[config.mk]
export PLATFORM = sky130hd
export DESIGN_NAME = wb_stage_flat
export DESIGN_NICKNAME = d
export VERILOG_FILES = /design/src/rtl/wb_stage_pkg.sv /design/src/rtl/wb_stage_if.sv /design/src/rtl/wb_stage_load_align.sv /design/src/rtl/wb_stage.sv /design/src/flat_wrapper.sv
export SDC_FILE = /design/constraint.sdc
export NUM_CORES = 1
export LEC_CHECK = 0
export ABC_AREA = 1
export BUFFER_PORTS_ARGS = -buffer_cell sky130_fd_sc_hd__buf_2
export CORE_MARGIN = 5
export CORE_UTILIZATION = 40
export DETAILED_ROUTE_END_ITERATION = 7
export PLACE_DENSITY_LB_ADDON = 0.25
export REMOVE_ABC_BUFFERS = 1
export SYNTH_ARGS = -nofsm -noshare
export SYNTH_HDL_FRONTEND = slang
export SYNTH_SLANG_ARGS = --single-unit
[constraint.sdc]
create_clock -name i_clk -period 2.25 [get_ports i_clk]
set_input_delay 0.225 -clock i_clk [delete_from_list [all_inputs] [get_ports i_clk]]
set_output_delay 0.225 -clock i_clk [all_outputs]
set_load 0.02 [all_outputs]
[src/rtl/wb_stage_pkg.sv]
// Shared MIPS writeback definitions: result sources, load types, queue entry layout.
package wb_stage_pkg;

  localparam int unsigned XLEN = 32;
  localparam int unsigned RAW  = 5;

  typedef enum logic [1:0] {
    WB_SRC_ALU  = 2'd0,
    WB_SRC_MEM  = 2'd1,
    WB_SRC_COP0 = 2'd2,
    WB_SRC_LINK = 2'd3
  } wb_src_e;

  typedef enum logic [2:0] {
    LD_LW  = 3'd0,
    LD_LH  = 3'd1,
    LD_LHU = 3'd2,
    LD_LB  = 3'd3,
    LD_LBU = 3'd4
  } ld_type_e;

  typedef struct packed {
    logic [RAW-1:0]  addr;
    logic [XLEN-1:0] data;
  } wb_entry_t;

endpackage

[src/rtl/wb_stage_if.sv]
// Result/regFile/forwarding bundle between memory stage, wb_stage and decode.
interface wb_stage_if;
  import wb_stage_pkg::*;

  logic            i_valid;
  logic            o_ready;
  logic            i_reg_write;
  logic [1:0]      i_wb_src;
  logic [2:0]      i_ld_type;
  logic [1:0]      i_byte_off;
  logic [RAW-1:0]  i_wr_addr;
  logic [XLEN-1:0] i_alu_result;
  logic [XLEN-1:0] i_mem_data;
  logic [XLEN-1:0] i_cop0_data;
  logic [XLEN-1:0] i_link_addr;
  logic            i_wr_hold;
  logic            i_flush;
  logic            o_rf_we;
  logic [RAW-1:0]  o_rf_waddr;
  logic [XLEN-1:0] o_rf_wdata;
  logic [RAW-1:0]  i_fwd_addr1;
  logic [RAW-1:0]  i_fwd_addr2;
  logic            o_fwd_hit1;
  logic            o_fwd_hit2;
  logic [XLEN-1:0] o_fwd_data1;
  logic [XLEN-1:0] o_fwd_data2;

  modport master (
    output i_valid, i_reg_write, i_wb_src, i_ld_type, i_byte_off, i_wr_addr,
           i_alu_result, i_mem_data, i_cop0_data, i_link_addr, i_wr_hold, i_flush,
           i_fwd_addr1, i_fwd_addr2,
    input  o_ready, o_rf_we, o_rf_waddr, o_rf_wdata,
           o_fwd_hit1, o_fwd_hit2, o_fwd_data1, o_fwd_data2
  );

  modport slave (
    input  i_valid, i_reg_write, i_wb_src, i_ld_type, i_byte_off, i_wr_addr,
           i_alu_result, i_mem_data, i_cop0_data, i_link_addr, i_wr_hold, i_flush,
           i_fwd_addr1, i_fwd_addr2,
    output o_ready, o_rf_we, o_rf_waddr, o_rf_wdata,
           o_fwd_hit1, o_fwd_hit2, o_fwd_data1, o_fwd_data2
  );

endinterface

[src/rtl/wb_stage_load_align.sv]
// Big-endian load alignment: picks the half/byte from the raw word and extends it.
module wb_stage_load_align
  import wb_stage_pkg::*;
(
  input  logic [XLEN-1:0] i_raw,
  input  logic [2:0]      i_ld_type,
  input  logic [1:0]      i_byte_off,
  output logic [XLEN-1:0] o_value_c
);

  logic [15:0] w_half;
  logic [7:0]  w_byte;

  // Lane select then sign/zero extension by load type.
  always_comb begin
    w_half = i_byte_off[1] ? i_raw[15:0] : i_raw[31:16];
    case (i_byte_off)
      2'd0:    w_byte = i_raw[31:24];
      2'd1:    w_byte = i_raw[23:16];
      2'd2:    w_byte = i_raw[15:8];
      default: w_byte = i_raw[7:0];
    endcase
    case (i_ld_type)
      LD_LH:   o_value_c = {{16{w_half[15]}}, w_half};
      LD_LHU:  o_value_c = {16'h0000, w_half};
      LD_LB:   o_value_c = {{24{w_byte[7]}}, w_byte};
      LD_LBU:  o_value_c = {24'h000000, w_byte};
      default: o_value_c = i_raw;
    endcase
  end

endmodule

[src/rtl/wb_stage.sv]
// Writeback stage: in-order result queue draining into the single regFile write port.
// Optional decode forwarding from pending entries when WB_FWD_EN is defined.
module wb_stage
  import wb_stage_pkg::*;
#(
  parameter int unsigned DEPTH = 4,
  parameter int unsigned AW    = 2
) (
  input  logic       i_clk,
  input  logic       i_rst_n,
  wb_stage_if.slave  bus
);

  wb_entry_t       r_q [DEPTH];
  logic [AW-1:0]   r_wr_ptr;
  logic [AW-1:0]   r_rd_ptr;
  logic [AW:0]     r_count;
  logic            r_rf_we;
  logic [RAW-1:0]  r_rf_waddr;
  logic [XLEN-1:0] r_rf_wdata;

  logic            w_full;
  logic            w_empty;
  logic            w_push;
  logic            w_pop;
  logic [XLEN-1:0] w_load;
  logic [XLEN-1:0] w_wdata;
  wb_entry_t       w_head;

  assign w_full  = (r_count == (AW+1)'(DEPTH));
  assign w_empty = (r_count == '0);
  // $0 results are accepted but never queued; flush discards a same-cycle push.
  assign w_push  = bus.i_valid & ~w_full & bus.i_reg_write &
                   (bus.i_wr_addr != '0) & ~bus.i_flush;
  assign w_pop   = ~bus.i_wr_hold & ~w_empty & ~bus.i_flush;
  assign w_head  = r_q[r_rd_ptr];

  assign bus.o_ready    = ~w_full;
  assign bus.o_rf_we    = r_rf_we;
  assign bus.o_rf_waddr = r_rf_waddr;
  assign bus.o_rf_wdata = r_rf_wdata;

  wb_stage_load_align u_align (
    .i_raw      (bus.i_mem_data),
    .i_ld_type  (bus.i_ld_type),
    .i_byte_off (bus.i_byte_off),
    .o_value_c  (w_load)
  );

  // Write data source select; loads are aligned before they enter the queue.
  always_comb begin
    case (bus.i_wb_src)
      WB_SRC_MEM:  w_wdata = w_load;
      WB_SRC_COP0: w_wdata = bus.i_cop0_data;
      WB_SRC_LINK: w_wdata = bus.i_link_addr;
      default:     w_wdata = bus.i_alu_result;
    endcase
  end

  // Queue storage.
  always_ff @(posedge i_clk or negedge i_rst_n) begin
    if (!i_rst_n) begin
      for (int i = 0; i < DEPTH; i++) r_q[i] <= '0;
    end else if (w_push) begin
      r_q[r_wr_ptr] <= '{addr: bus.i_wr_addr, data: w_wdata};
    end
  end

  // Pointers and occupancy; flush wins over push and pop.
  always_ff @(posedge i_clk or negedge i_rst_n) begin
    if (!i_rst_n) begin
      r_wr_ptr <= '0;
      r_rd_ptr <= '0;
      r_count  <= '0;
    end else if (bus.i_flush) begin
      r_wr_ptr <= '0;
      r_rd_ptr <= '0;
      r_count  <= '0;
    end else begin
      if (w_push) r_wr_ptr <= r_wr_ptr + AW'(1);
      if (w_pop)  r_rd_ptr <= r_rd_ptr + AW'(1);
      case ({w_push, w_pop})
        2'b10:   r_count <= r_count + (AW+1)'(1);
        2'b01:   r_count <= r_count - (AW+1)'(1);
        default: r_count <= r_count;
      endcase
    end
  end

  // regFile write register; address/data hold when nothing is written.
  always_ff @(posedge i_clk or negedge i_rst_n) begin
    if (!i_rst_n) begin
      r_rf_we    <= 1'b0;
      r_rf_waddr <= '0;
      r_rf_wdata <= '0;
    end else if (w_pop) begin
      r_rf_we    <= 1'b1;
      r_rf_waddr <= w_head.addr;
      r_rf_wdata <= w_head.data;
    end else begin
      r_rf_we    <= 1'b0;
    end
  end

`ifdef WB_FWD_EN
  logic            w_hit1;
  logic            w_hit2;
  logic [XLEN-1:0] w_data1;
  logic [XLEN-1:0] w_data2;
  wb_entry_t       w_ent;

  // Output register is the oldest candidate; queue scanned oldest->newest so the youngest wins.
  always_comb begin
    w_ent   = '0;
    w_hit1  = r_rf_we & (r_rf_waddr == bus.i_fwd_addr1);
    w_hit2  = r_rf_we & (r_rf_waddr == bus.i_fwd_addr2);
    w_data1 = w_hit1 ? r_rf_wdata : '0;
    w_data2 = w_hit2 ? r_rf_wdata : '0;
    for (int k = 0; k < DEPTH; k++) begin
      if ((AW+1)'(k) < r_count) begin
        w_ent = r_q[r_rd_ptr + AW'(k)];
        if (w_ent.addr == bus.i_fwd_addr1) begin
          w_hit1  = 1'b1;
          w_data1 = w_ent.data;
        end
        if (w_ent.addr == bus.i_fwd_addr2) begin
          w_hit2  = 1'b1;
          w_data2 = w_ent.data;
        end
      end
    end
    if (bus.i_fwd_addr1 == '0) begin
      w_hit1  = 1'b0;
      w_data1 = '0;
    end
    if (bus.i_fwd_addr2 == '0) begin
      w_hit2  = 1'b0;
      w_data2 = '0;
    end
  end

  assign bus.o_fwd_hit1  = w_hit1;
  assign bus.o_fwd_hit2  = w_hit2;
  assign bus.o_fwd_data1 = w_data1;
  assign bus.o_fwd_data2 = w_data2;
`else
  logic w_unused_fwd;

  assign w_unused_fwd    = ^{bus.i_fwd_addr1, bus.i_fwd_addr2};
  assign bus.o_fwd_hit1  = 1'b0;
  assign bus.o_fwd_hit2  = 1'b0;
  assign bus.o_fwd_data1 = '0;
  assign bus.o_fwd_data2 = '0;
`endif

endmodule

[src/flat_wrapper.sv]
// flat-port wrapper written by rule: the top's interface ports become plain ports
module wb_stage_flat import wb_stage_pkg::*;
#(
  parameter int unsigned DEPTH = 4,
  parameter int unsigned AW    = 2
)
  (i_clk, i_rst_n, bus_i_valid, bus_i_reg_write, bus_i_wb_src, bus_i_ld_type, bus_i_byte_off, bus_i_wr_addr, bus_i_alu_result, bus_i_mem_data, bus_i_cop0_data, bus_i_link_addr, bus_i_wr_hold, bus_i_flush, bus_i_fwd_addr1, bus_i_fwd_addr2, bus_o_ready, bus_o_rf_we, bus_o_rf_waddr, bus_o_rf_wdata, bus_o_fwd_hit1, bus_o_fwd_hit2, bus_o_fwd_data1, bus_o_fwd_data2);
  wb_stage_if bus_i ();
  input  logic i_clk;
  input  logic i_rst_n;
  input wire logic [$bits(bus_i.i_valid)-1:0] bus_i_valid;
  input wire logic [$bits(bus_i.i_reg_write)-1:0] bus_i_reg_write;
  input wire logic [$bits(bus_i.i_wb_src)-1:0] bus_i_wb_src;
  input wire logic [$bits(bus_i.i_ld_type)-1:0] bus_i_ld_type;
  input wire logic [$bits(bus_i.i_byte_off)-1:0] bus_i_byte_off;
  input wire logic [$bits(bus_i.i_wr_addr)-1:0] bus_i_wr_addr;
  input wire logic [$bits(bus_i.i_alu_result)-1:0] bus_i_alu_result;
  input wire logic [$bits(bus_i.i_mem_data)-1:0] bus_i_mem_data;
  input wire logic [$bits(bus_i.i_cop0_data)-1:0] bus_i_cop0_data;
  input wire logic [$bits(bus_i.i_link_addr)-1:0] bus_i_link_addr;
  input wire logic [$bits(bus_i.i_wr_hold)-1:0] bus_i_wr_hold;
  input wire logic [$bits(bus_i.i_flush)-1:0] bus_i_flush;
  input wire logic [$bits(bus_i.i_fwd_addr1)-1:0] bus_i_fwd_addr1;
  input wire logic [$bits(bus_i.i_fwd_addr2)-1:0] bus_i_fwd_addr2;
  output wire logic [$bits(bus_i.o_ready)-1:0] bus_o_ready;
  output wire logic [$bits(bus_i.o_rf_we)-1:0] bus_o_rf_we;
  output wire logic [$bits(bus_i.o_rf_waddr)-1:0] bus_o_rf_waddr;
  output wire logic [$bits(bus_i.o_rf_wdata)-1:0] bus_o_rf_wdata;
  output wire logic [$bits(bus_i.o_fwd_hit1)-1:0] bus_o_fwd_hit1;
  output wire logic [$bits(bus_i.o_fwd_hit2)-1:0] bus_o_fwd_hit2;
  output wire logic [$bits(bus_i.o_fwd_data1)-1:0] bus_o_fwd_data1;
  output wire logic [$bits(bus_i.o_fwd_data2)-1:0] bus_o_fwd_data2;
  assign bus_i.i_valid = bus_i_valid;
  assign bus_i.i_reg_write = bus_i_reg_write;
  assign bus_i.i_wb_src = bus_i_wb_src;
  assign bus_i.i_ld_type = bus_i_ld_type;
  assign bus_i.i_byte_off = bus_i_byte_off;
  assign bus_i.i_wr_addr = bus_i_wr_addr;
  assign bus_i.i_alu_result = bus_i_alu_result;
  assign bus_i.i_mem_data = bus_i_mem_data;
  assign bus_i.i_cop0_data = bus_i_cop0_data;
  assign bus_i.i_link_addr = bus_i_link_addr;
  assign bus_i.i_wr_hold = bus_i_wr_hold;
  assign bus_i.i_flush = bus_i_flush;
  assign bus_i.i_fwd_addr1 = bus_i_fwd_addr1;
  assign bus_i.i_fwd_addr2 = bus_i_fwd_addr2;
  assign bus_o_ready = bus_i.o_ready;
  assign bus_o_rf_we = bus_i.o_rf_we;
  assign bus_o_rf_waddr = bus_i.o_rf_waddr;
  assign bus_o_rf_wdata = bus_i.o_rf_wdata;
  assign bus_o_fwd_hit1 = bus_i.o_fwd_hit1;
  assign bus_o_fwd_hit2 = bus_i.o_fwd_hit2;
  assign bus_o_fwd_data1 = bus_i.o_fwd_data1;
  assign bus_o_fwd_data2 = bus_i.o_fwd_data2;
  wb_stage #(.DEPTH(DEPTH), .AW(AW)) u_core (.i_clk(i_clk), .i_rst_n(i_rst_n), .bus(bus_i));
endmodule
# Word level (Yosys, flattened, before mapping)
# Index checks and enable logic that the tools add are counted.
dict set report word_totals {
  ff_bits 193
  latchBits 0
  mem_bits_rw 0
  rom_bits 0
  in_bits 156
  out_inout_bits 105
  word_cells 69
  memories 0
}
dict set report classes {
  addsub 4
  n_mul 0
  n_div 0
  n_lt_le_gt_ge 3
  n_eq_ne 12
  n_shift 0
  muxes 17
  bitwise_logic 12
  n_reduce_logical 7
}
# operator n
set op_table {}
lappend op_table {{$bwmux 148} 1}
lappend op_table {{$pmux 32 s4} 1}
lappend op_table {{$mux 37} 3}
lappend op_table {{$pmux 32 s3} 1}
lappend op_table {{$bmux 37 s2} 1}
lappend op_table {{$demux 37 s2} 1}
lappend op_table {{$pmux 8 s3} 1}
lappend op_table {{$mux 16} 1}
lappend op_table {{$eq 2x2->1 const B} 4}
lappend op_table {{$mux 2} 4}
lappend op_table {{$and 1x1->1} 6}
lappend op_table {{$eq 2x1->1 const B} 3}
lappend op_table {{$eq 3x2->1 const B} 2}
lappend op_table {{$eq 3x3->1 const B} 2}
lappend op_table {{$ge 3x3->1 const B} 2}
lappend op_table {{$not 2->3} 2}
lappend op_table {{$pmux 3 s2} 1}
lappend op_table {{$reduce_bool 5->1} 1}
lappend op_table {{$add 2x1->2 const B} 2}
lappend op_table {{$not 1->1} 4}
lappend op_table {{$reduce_bool 2->1} 2}
lappend op_table {{$add 3x1->3 const B} 1}
lappend op_table {{$eq 3x1->1 const B} 1}
lappend op_table {{$logic_not 3->1} 1}
lappend op_table {{other kinds (7)} 7}

# Longest topological paths before layout
# Gate-level depths: netlist of the first run.
dict set report depth {
  ltp_word 9
  ltp_mapped 13
}

# Cells and area by module
# Synthesis of the first run repeated with hierarchy kept, for this count alone.
dict set report unflattened {
  cells_unflattened 1520
  area_unflattened_um2 11230.8
}
# module instances cells_each area_each_um2 seq_area_each_um2
set modules_own_cells {}
lappend modules_own_cells {wb_stage 1 1318 10202.3 4829.6}
lappend modules_own_cells {wb_stage_load_align 1 202 1028.5 0.0}

# Worst setup path before layout of the first run
# OpenSTA, ideal clock, no wires.
dict set report synth_timing {
  path_kind {flip-flop to flip-flop}
  start {reg u_core.r_count[0]}
  end {reg u_core.r_count[2]}
  setup_time_ps 117
  t_arrival_ps 1866
  path_slack_ps 266
  path_stages_with_launch 14
  n_path_buf 0
  synth_period_minus_slack_ps 1984
  cell_sequence {dfrtp_1 -> nor3_1 -> nor2_1 -> nand2_1 -> inv_1 -> nand2_1 -> inv_1 -> fa_1 -> xnor2_1 -> inv_1 -> nand2_1 -> nand2_1 -> nand3_1 -> nand2_1}
}
dict set report synth_via {
  elab_chain_cells 9
  word_cells_on_any_way 17
  classes_between {add/sub (2); eq/ne (3); mux (2); bitwise (8); reduce/logical (2)}
}
# item line_no
set synth_rtl {}
lappend synth_rtl {{from (decl)} wb_stage.sv:17} ;# logic [AW:0] r_count;
lappend synth_rtl {{from (signal assigned)} wb_stage.sv:83} ;# 2'b10: r_count <= r_count + (AW+1)'(1);
lappend synth_rtl {{from (signal assigned)} wb_stage.sv:84} ;# 2'b01: r_count <= r_count - (AW+1)'(1);
lappend synth_rtl {{from (signal assigned)} wb_stage.sv:85} ;# default: r_count <= r_count;
lappend synth_rtl {{$eq 3x3->1} wb_stage.sv:30} ;# assign w_full = (r_count == (AW+1)'(DEPTH));
lappend synth_rtl {{$not 1->1} wb_stage.sv:33} ;# assign w_push = bus.i_valid & ~w_full & bus.i_reg_write &
lappend synth_rtl {{$and 1x1->1 (3 in a row)} wb_stage.sv:33}
lappend synth_rtl {{$and 1x1->1} wb_stage.sv:34} ;# (bus.i_wr_addr != '0) & ~bus.i_flush;
lappend synth_rtl {{$eq 2x1->1 or $eq 2x2->1 (tied branches)} wb_stage.sv:82} ;# case ({w_push, w_pop})
lappend synth_rtl {{$pmux 3 s2} wb_stage.sv:82}
lappend synth_rtl {{$mux 3} wb_stage.sv:75} ;# end else if (bus.i_flush) begin
# Several ways; a longest one is shown, not always the timed one.
# A chain may end at the register's enable or synchronous reset.

# Final worst setup path of the first run
dict set report layout_timing {
  start {reg u_core.r_count[1]}
  end {reg u_core.r_count[2]}
}
# The elaborated chain is that of the path after synthesis.

==> results of run 1 <==
-- final cells by class --
type	instances	area (sq um)	share of cell area, %
clock inverters	12	125	0.988
multi-input cells	1163	5230	41.3
well taps	341	427	3.37
inverters	66	262	2.07
clock buffers	20	447	3.53
repair buffers	228	1340	10.6
flip-flops and latches	193	4830	38.2
-- worst max path at each step --
stage / from / to / slack, ps / cells past startpoint
finish: u_core.r_count[1] / u_core.r_count[2] / 190 / 13
global route: u_core.r_count[1] / u_core.r_count[2] / -6 / 13
CTS: u_core.r_count[1] / u_core.r_count[2] / 140 / 13
detailed placement: u_core.r_count[1] / u_core.r_count[2] / 150 / 13
global placement: bus_i_wb_src[1] / u_core.r_q[58] / 150 / 9
floorplan: u_core.r_count[0] / u_core.r_count[2] / -1010 / 13
-- per-layer routing --
| layer | part of all wire (%) | GRT usage, % |
|---|---|---|
| met5 | 0 | 0 |
| met4 | 1.4 | 5.20 |
| met3 | 7.4 | 4.33 |
| met2 | 47 | 37.6 |
| met1 | 44 | 31.1 |
-- report_power, final --
group          switching, mW  internal [mW]  total, mW
Clock                   1.43           1.59       3.02
Sequential             0.522           4.44       4.97
Combinational           2.60           1.36       3.96
-- metrics by stage --
stage	cell area (sq um)	total power, mW
2_1_floorplan	10300	7.47
3_3_place_gp	12100	8.88
3_5_place_dp	12100	8.96
4_1_cts	12700	12.0
5_1_grt	12700	12.8
6_report	12700	11.9
-- logic make-up after synthesis --
| group | share of synthesized area (%) |
|---|---|
| multiplexers | 0.0915 |
| AND/OR/NAND/NOR | 37.5 |
| flip-flops | 44.1 |
| adder cells (fa/ha/maj) | 0.640 |
| other | 0.0343 |
| AO/OA/AOI/OAI | 7.14 |
| XOR/XNOR | 0.0801 |
| buffers and inverters | 10.4 |
-- placed cells by master (no fill, tap or decap), types with 4 or more instances in the layout --
cell type  Yosys  layout
a21oi_1        6       6
buf_12         1       6
buf_2         32     183
buf_4         67      37
clkbuf_16      0      17
conb_1         1      66
dfrtp_1      193     191
ha_1           4       4
inv_1         57      56
inv_2          7       8
nand2_1      689     689
nand2_4       12      12
nand3_1      130     130
nand3_4       13      13
nand3b_1       8       8
nor2_1        77      75
nor2_2         3       4
o21ai_0       92      92
o21ai_1       13      13
o22ai_1       32      32
-- critical path, stage by stage, from the launching register on --
cell,delay (ps)
dfrtp_2,440
nor3_2,160
nor2_1,90
nand2_1,80
inv_1,60
nand2_1,130
inv_1,100
fa_1,440
xnor2_1,180
inv_1,60
nand2_1,60
nand2_1,50
nand3_1,60
nand2_1,50
-- flip-flops by register name, summed over array words and instances (netlist names) --
signal and cells:
u_core.r_rd_ptr 2, u_core.r_wr_ptr 2, u_core.bus.o_rf_we 1, u_core.bus.o_rf_waddr 5, u_core.r_count 3, u_core.bus.o_rf_wdata 32, u_core.r_q 148
-- what timing repair did --
item | in CTS | in global routing
endpoints found under the hold margin | 55 | 0
hold buffers | 1 | 0
gates resized for setup | 0 | 2
endpoints found under the setup margin | 0 | 1
==> metrics.md, run 1 <==
| Metric | Value |
|---|---|
| Pre-CTS setup slack | `152 ps` |
| Status | `completed` |
| Reg2Reg Depth | `13` |
| Critical path fanouts, max | `5` |
| Final setup vio count | `0` |
| # IOs | `between 200 and 300` |
| Root Driver | `clkbuf_16` |
| Final core utilization | `47.0%` |
| Data arrival time of the worst path | `2400 ps` |
| Worst R2R Setup Slack | `190 ps` |
| Rows | `60` |
| Final setup margin | `187 ps` |
| Final Hold Viols | `0` |
| Post-synthesis cell area | `10900 sq um` |
| Worst hold path depth | `3` |
| Fraction of layout cells with a size suffix above 1 | `18.4%` |
| Max clock buf depth | `2` |
| Initial Util | `40.6%` |
| Initial antenna violation count | `0` |
| Synth Instances | `~1500` |
| DR WL/cell | `around 17 microns` |
| Die Area | `30800 sq um` |
| Asr flop ratio synth | `100%` |
| Pins over their slew limit | `0` |
| Post-synth top area share | `roughly 44%` |
| Top-count cell post-synth | `nand2_1` |
| Final std cells w/o fill | `2023` |
| Worst-skew pair later-pin latency | `440 ps` |
| Global-route wire length before repair | `55500 microns` |
| Layout net count | `1830` |
| Reg-to-Reg Start | `u_core.r_count[1]` |
| Grt total ovfl | `0` |
| First DRT Iteration DRCs | `821` |
| CORE AREA | `between 20000 and 30000 sq um` |
| Clk sink count | `193` |
| Worst-path clk slew | `about 80 ps` |
| Slew headroom | `around 28%` |
| Final ANT Viol Nets | `0` |
| Pwr dens | `around 940 nW/um^2` |
| Via count | `10200` |
| Worst Hold Class | `in2reg` |
| CTS buffer count | `17` |
| Filler instances | `2754` |
| Placed cells | `about 2000` |
| Yosys warns | `0` |
| Setup TNS | `0 ps` |
| Top post-synthesis cells by count | `689 x nand2_1, 193 x dfrtp_1, 130 x nand3_1, 92 x o21ai_0, 77 x nor2_1` |
| CTS tree | `done` |
| EDFF count, synth | `0` |
| Final min period | `2060 ps` |
| Worst EP required | `2580 ps` |
| Hold Path Sink | `u_core.r_q[73]` |
| DPL Wire Length | `23600 microns` |
| GRT Util Overall | `22.7%` |
| Max-Cap Viols | `0` |
| Top cells by area, synth | `dfrtp_1 44%, nand2_1 24%, nand3_1 5.9%` |
| Drt first pass iters | `6` |
| Leading area contributor after synthesis | `dfrtp_1` |
| Chip width | `175 microns` |
| Post-synth top flop | `dfrtp_1` |
| #FFs+latches synth | `193` |
| Worst clock skew | `about 15 ps` |
| Layout area overhead | `15.7%` |
| Min-delay src | `bus_i_wr_addr[4]` |
| FMAX | `0.485 GHz` |
| Placer Congestion | `between 0.8 and 0.9` |
| Period Utilization, post-route | `91.7%` |
| # DRC | `0` |
| Pin count of the biggest net entering global routing | `60` |
| WS Path Type | `reg2reg` |
| Mean number of vias per cell | `5.07` |
| Worst Tran Pin Value | `roughly 1100 ps` |
| Hold Slack | `about 59 ps` |
| Number of antenna repair diodes | `0` |
| Total wire length | `34900 microns` |
| Maximum VDD drop | `0.576 mV` |
| Synth cell types | `38` |
| Chip height | `175 microns` |
| Critical Path Sink Type | `register` |
| Leakage power | `7.20 nW` |
| Post-CTS Setup Bufs | `0` |
| H-Tree Depth | `4` |
| CP startpoint kind | `register` |
| Port buffer count | `184` |
| Reg2Reg Capture Point | `u_core.r_count[2]` |
| Sequential share of the synthesized area | `44.1%` |
| Vias in the first global route | `between 10000 and 15000` |
| Synth Area per Inst | `7.26 sq um` |
Power figures use the tool's default switching activity.
==> run 2: changes to the inputs <==
ABC_AREA = unset   (was 1)
BUFFER_PORTS_ARGS = -buffer_cell sky130_fd_sc_hd__clkbuf_2   (was -buffer_cell sky130_fd_sc_hd__buf_2)
clock period = 1.85 ns   (was 2.25 ns; I/O delays follow)
==> run 2 against run 1 <==
- the run now ends with negative setup slack left
- synthesized cell count decreased by 34%
- utilization increased by 4.4 points
- sequential power increased by 23%
- sequential share of layout area decreased by 2.2 points
- global-route usage decreased by 2.6 points
- clock power increased by 23%
- largest power group unchanged
- highest routed layer unchanged
==> metrics.md, run 2 <==
| Metric | Value |
|---|---|
| # DRC | `0` |
| Post-synth top area share | `between 40% and 50%` |
| Number of antenna repair diodes | `0` |
| EDFF count, synth | `0` |
| Pwr dens | `about 1100 nW/um^2` |
| Pin count of the biggest net entering global routing | `between 50 and 60` |
| CTS buffer count | `17` |
| # IOs | `approximately 260` |
| FMAX | `0.481 GHz` |
| Pre-CTS setup slack | `-437 ps` |
| CP delay by family, top | `simple AND/OR/NAND/NOR gates` |
| Most frequent cells in the layout | `191 x dfrtp_1, 183 x clkbuf_2, 163 x nand2_1, 114 x buf_4, 95 x o21ai_0` |
| Leakage power | `~6.4 nW` |
| Port buffer count | `184` |
| Fraction of layout cells with a size suffix above 1 | `between 40% and 50%` |
| Worst Path Buf+Inv | `0` |
| Total wire length | `approximately 32000 microns` |
| GRT Util Overall | `between 20% and 30%` |
| Min-delay src | `bus_i_wr_addr[3]` |
| Critical Path Sink Type | `register` |
| Global-route wire length before repair | `between 40000 and 50000 microns` |
| Final ANT Viol Nets | `0` |
| Final setup margin | `-227 ps` |
| Most common cell after layout, fill and taps aside | `dfrtp_1` |
| Reg2Reg Capture Point | `u_core.r_count[2]` |
| Vias in the first global route | `roughly 8700` |
| Placer Congestion | `0.842` |
| Leading area contributor after synthesis | `dfrtp_1` |
| Reg2Reg Depth | `8` |
| Slew headroom | `between 60 and 70%` |
| Placed cells | `1568` |
| Via count | `8528` |
| Reg with most FFs | `u_core.r_q` |
| Comb power frac | `about a third` |
| Reg-to-Reg Start | `u_core.r_count[0]` |
| Final Hold Viols | `0` |
| Max clock buf depth | `2` |
| #FFs+latches synth | `193` |
| Worst-path clk slew | `around 70 ps` |
| Root Driver | `clkbuf_16` |
| DPL Wire Length | `23000 microns` |
| Initial Util | `40.8%` |
| Final setup vio count | `31` |
| Grt total ovfl | `0` |
| Crit path cell chain | `or3b_4 -> o2111ai_4 -> and2_4 -> fa_2 -> nand2b_1 -> or4_1 -> and4_1 -> o41ai_2` |
| Hold Slack | `105 ps` |
| CTS tree | `done` |
| Die Area | `30000 sq um` |
| Worst hold path depth | `4` |
| Failing checks | `negative setup slack` |
| Layout area overhead | `26.0%` |
| Post-synth top flop | `dfrtp_1` |
| Critical path fanouts, max | `3` |
| Filler instances | `2379` |
| Post-synthesis cell area | `10700 sq um` |
| H-Tree Depth | `4` |
| Initial antenna violation count | `0` |
| Sequential fraction of design power | `~41%` |
| Worst-skew pair later-pin latency | `approximately 430 ps` |
| Data arrival time of the worst path | `2400 ps` |
| Rows | `59` |
| Mean number of vias per cell | `5.27` |
| Sw Pwr | `5.00 mW` |
| CORE AREA | `26100 sq um` |
| Finished Cell Area | `13400 sq um` |
| Synth Instances | `993` |
| Cell internal pwr | `9.98 mW` |
| Chip height | `173 microns` |
| Reg area | `4830 sq um` |
| Worst Tran Pin Value | `522 ps` |
| Maximum VDD drop | `0.664 mV` |
| Yosys warns | `0` |
| DP Area | `12500 sq um` |
| Crit-path max cell delay | `~420 ps` |
| Clk network pwr share | `24.8%` |
| Clk sink count | `193` |
| Worst EP required | `2180 ps` |
| Period Utilization, post-route | `112%` |
| Max reg flops | `around 150` |
| Synth cell types | `62` |
| Worst clock skew | `11.0 ps` |
| Multi-input gate area | `between 5000 and 6000 sq um` |
| Synth Area per Inst | `10.7 sq um` |
| Final std cells w/o fill | `roughly 1600` |
| Status | `finished with violations` |
| Worst R2R Setup Slack | `-230 ps` |
| Chip width | `~170 microns` |
| Layout net count | `1430` |
| Worst Hold Class | `in2reg` |
| RSZ-0062 raised after global routing | `true` |
| DR WL/cell | `19.6 microns` |
| Critical Path Slowest Stage Cell | `dfrtp_1` |
| Top post-synthesis cells by count | `193 x dfrtp_1, 163 x nand2_1, 95 x o21ai_0, 74 x buf_4, 61 x mux2_2` |
| Drt first pass iters | `5` |
| Top-count cell post-synth | `dfrtp_1` |
| Final core utilization | `51.4%` |
| Setup TNS | `-1280 ps` |
| Final min period | `2080 ps` |
| Pins over their slew limit | `0` |
| First DRT Iteration DRCs | `616` |
| Switching fraction of total power | `33.4%` |
| Total power | `15.0 mW` |
| Asr flop ratio synth | `100%` |
| Top cells by area, synth | `dfrtp_1 45%, mux4_2 8.7%, mux2_2 6.4%` |
| CP startpoint kind | `register` |
| Sequential share of the synthesized area | `45.3%` |
| Hold Path Sink | `u_core.r_q[109]` |
| WS Path Type | `reg2reg` |
| Max-Cap Viols | `0` |
## run 2: cell count changes after synthesis, sizes merged, moves of 25 or more
cell,before,now
nor2,81,54
mux4,0,41
nand3,144,11
o22ai,32,6
inv,64,5
mux2,0,85
a21oi,6,31
nand2,705,163
## run 2: layout make-up
type                    instances  area share [%]
flip-flops and latches        193            35.9
clock buffers                  18            3.27
inverters                       6           0.168
repair buffers                323            16.8
multi-input cells             728            39.6
well taps                     335            3.12
clock inverters                14            1.11
## run 2: cell families (layout without fill, tap and decap cells)
group                      count (synthesis)  in the layout  share of synthesized area (%)
AOI/OAI and AO/OA                        222            223                           13.4
xor gates and xnor gates                   7              7                          0.575
adders and majority gates                  6              6                          0.750
buffers and inverters                    142            361                           8.62
DFF                                      193            193                           45.3
muxes                                    132            132                           19.1
other                                      1             66                         0.0351
and+or+nand+nor                          290            294                           12.2
## run 2: power by group through the flow
stage	Sequential [mW]	Combinational [mW]	Clock, mW
after global routing	6.26	5.63	3.91
after global placement	6.13	4.96	0
after detailed placement	6.18	5.06	0
after floorplan	6.63	2.56	0
final	6.11	5.16	3.71
after CTS	6.11	5.16	3.79
## run 2: per-layer routing
layer  track usage [%]  wire, microns  vias up  share of wire, %
met3              2.88           1580       35               5.0
met1              27.7          14100     4229                45
met2              32.9          15200      266                48
met4              6.48            692        0               2.2
met5                 0              0        -                 0
li1                  -              -     3998                 -
## run 2: worst max path at each step
stage | cells past startpoint | start | slack (ps) | endpoint
6_report | 8 | u_core.r_count[0] | -230 | u_core.r_count[2]
5_1_grt | 8 | u_core.r_count[0] | -300 | u_core.r_count[2]
4_1_cts | 8 | u_core.r_count[0] | -200 | u_core.r_count[2]
3_5_place_dp | 9 | bus_i_wr_addr[0] | -440 | u_core.r_count[2]
3_3_place_gp | 9 | bus_i_wr_addr[0] | -390 | u_core.r_count[2]
2_1_floorplan | 8 | u_core.r_count[0] | -2890 | u_core.r_count[2]
## run 2: worst register-to-register path, stage by stage, from the launching register on
cell	delay, ps
dfrtp_1	420
or3b_4	420
o2111ai_4	80
and2_4	170
fa_2	200
nand2b_1	70
or4_1	390
and4_1	170
o41ai_2	50
## run 2: timing repair
item,4_1_cts,5_1_grt
hold buffers,1,0
setup buffers,6,1
hold endpoints to repair,39,0
pin swaps,7,3
gates cloned,1,8
endpoints found under the setup margin,170,91
resized for setup,10,14
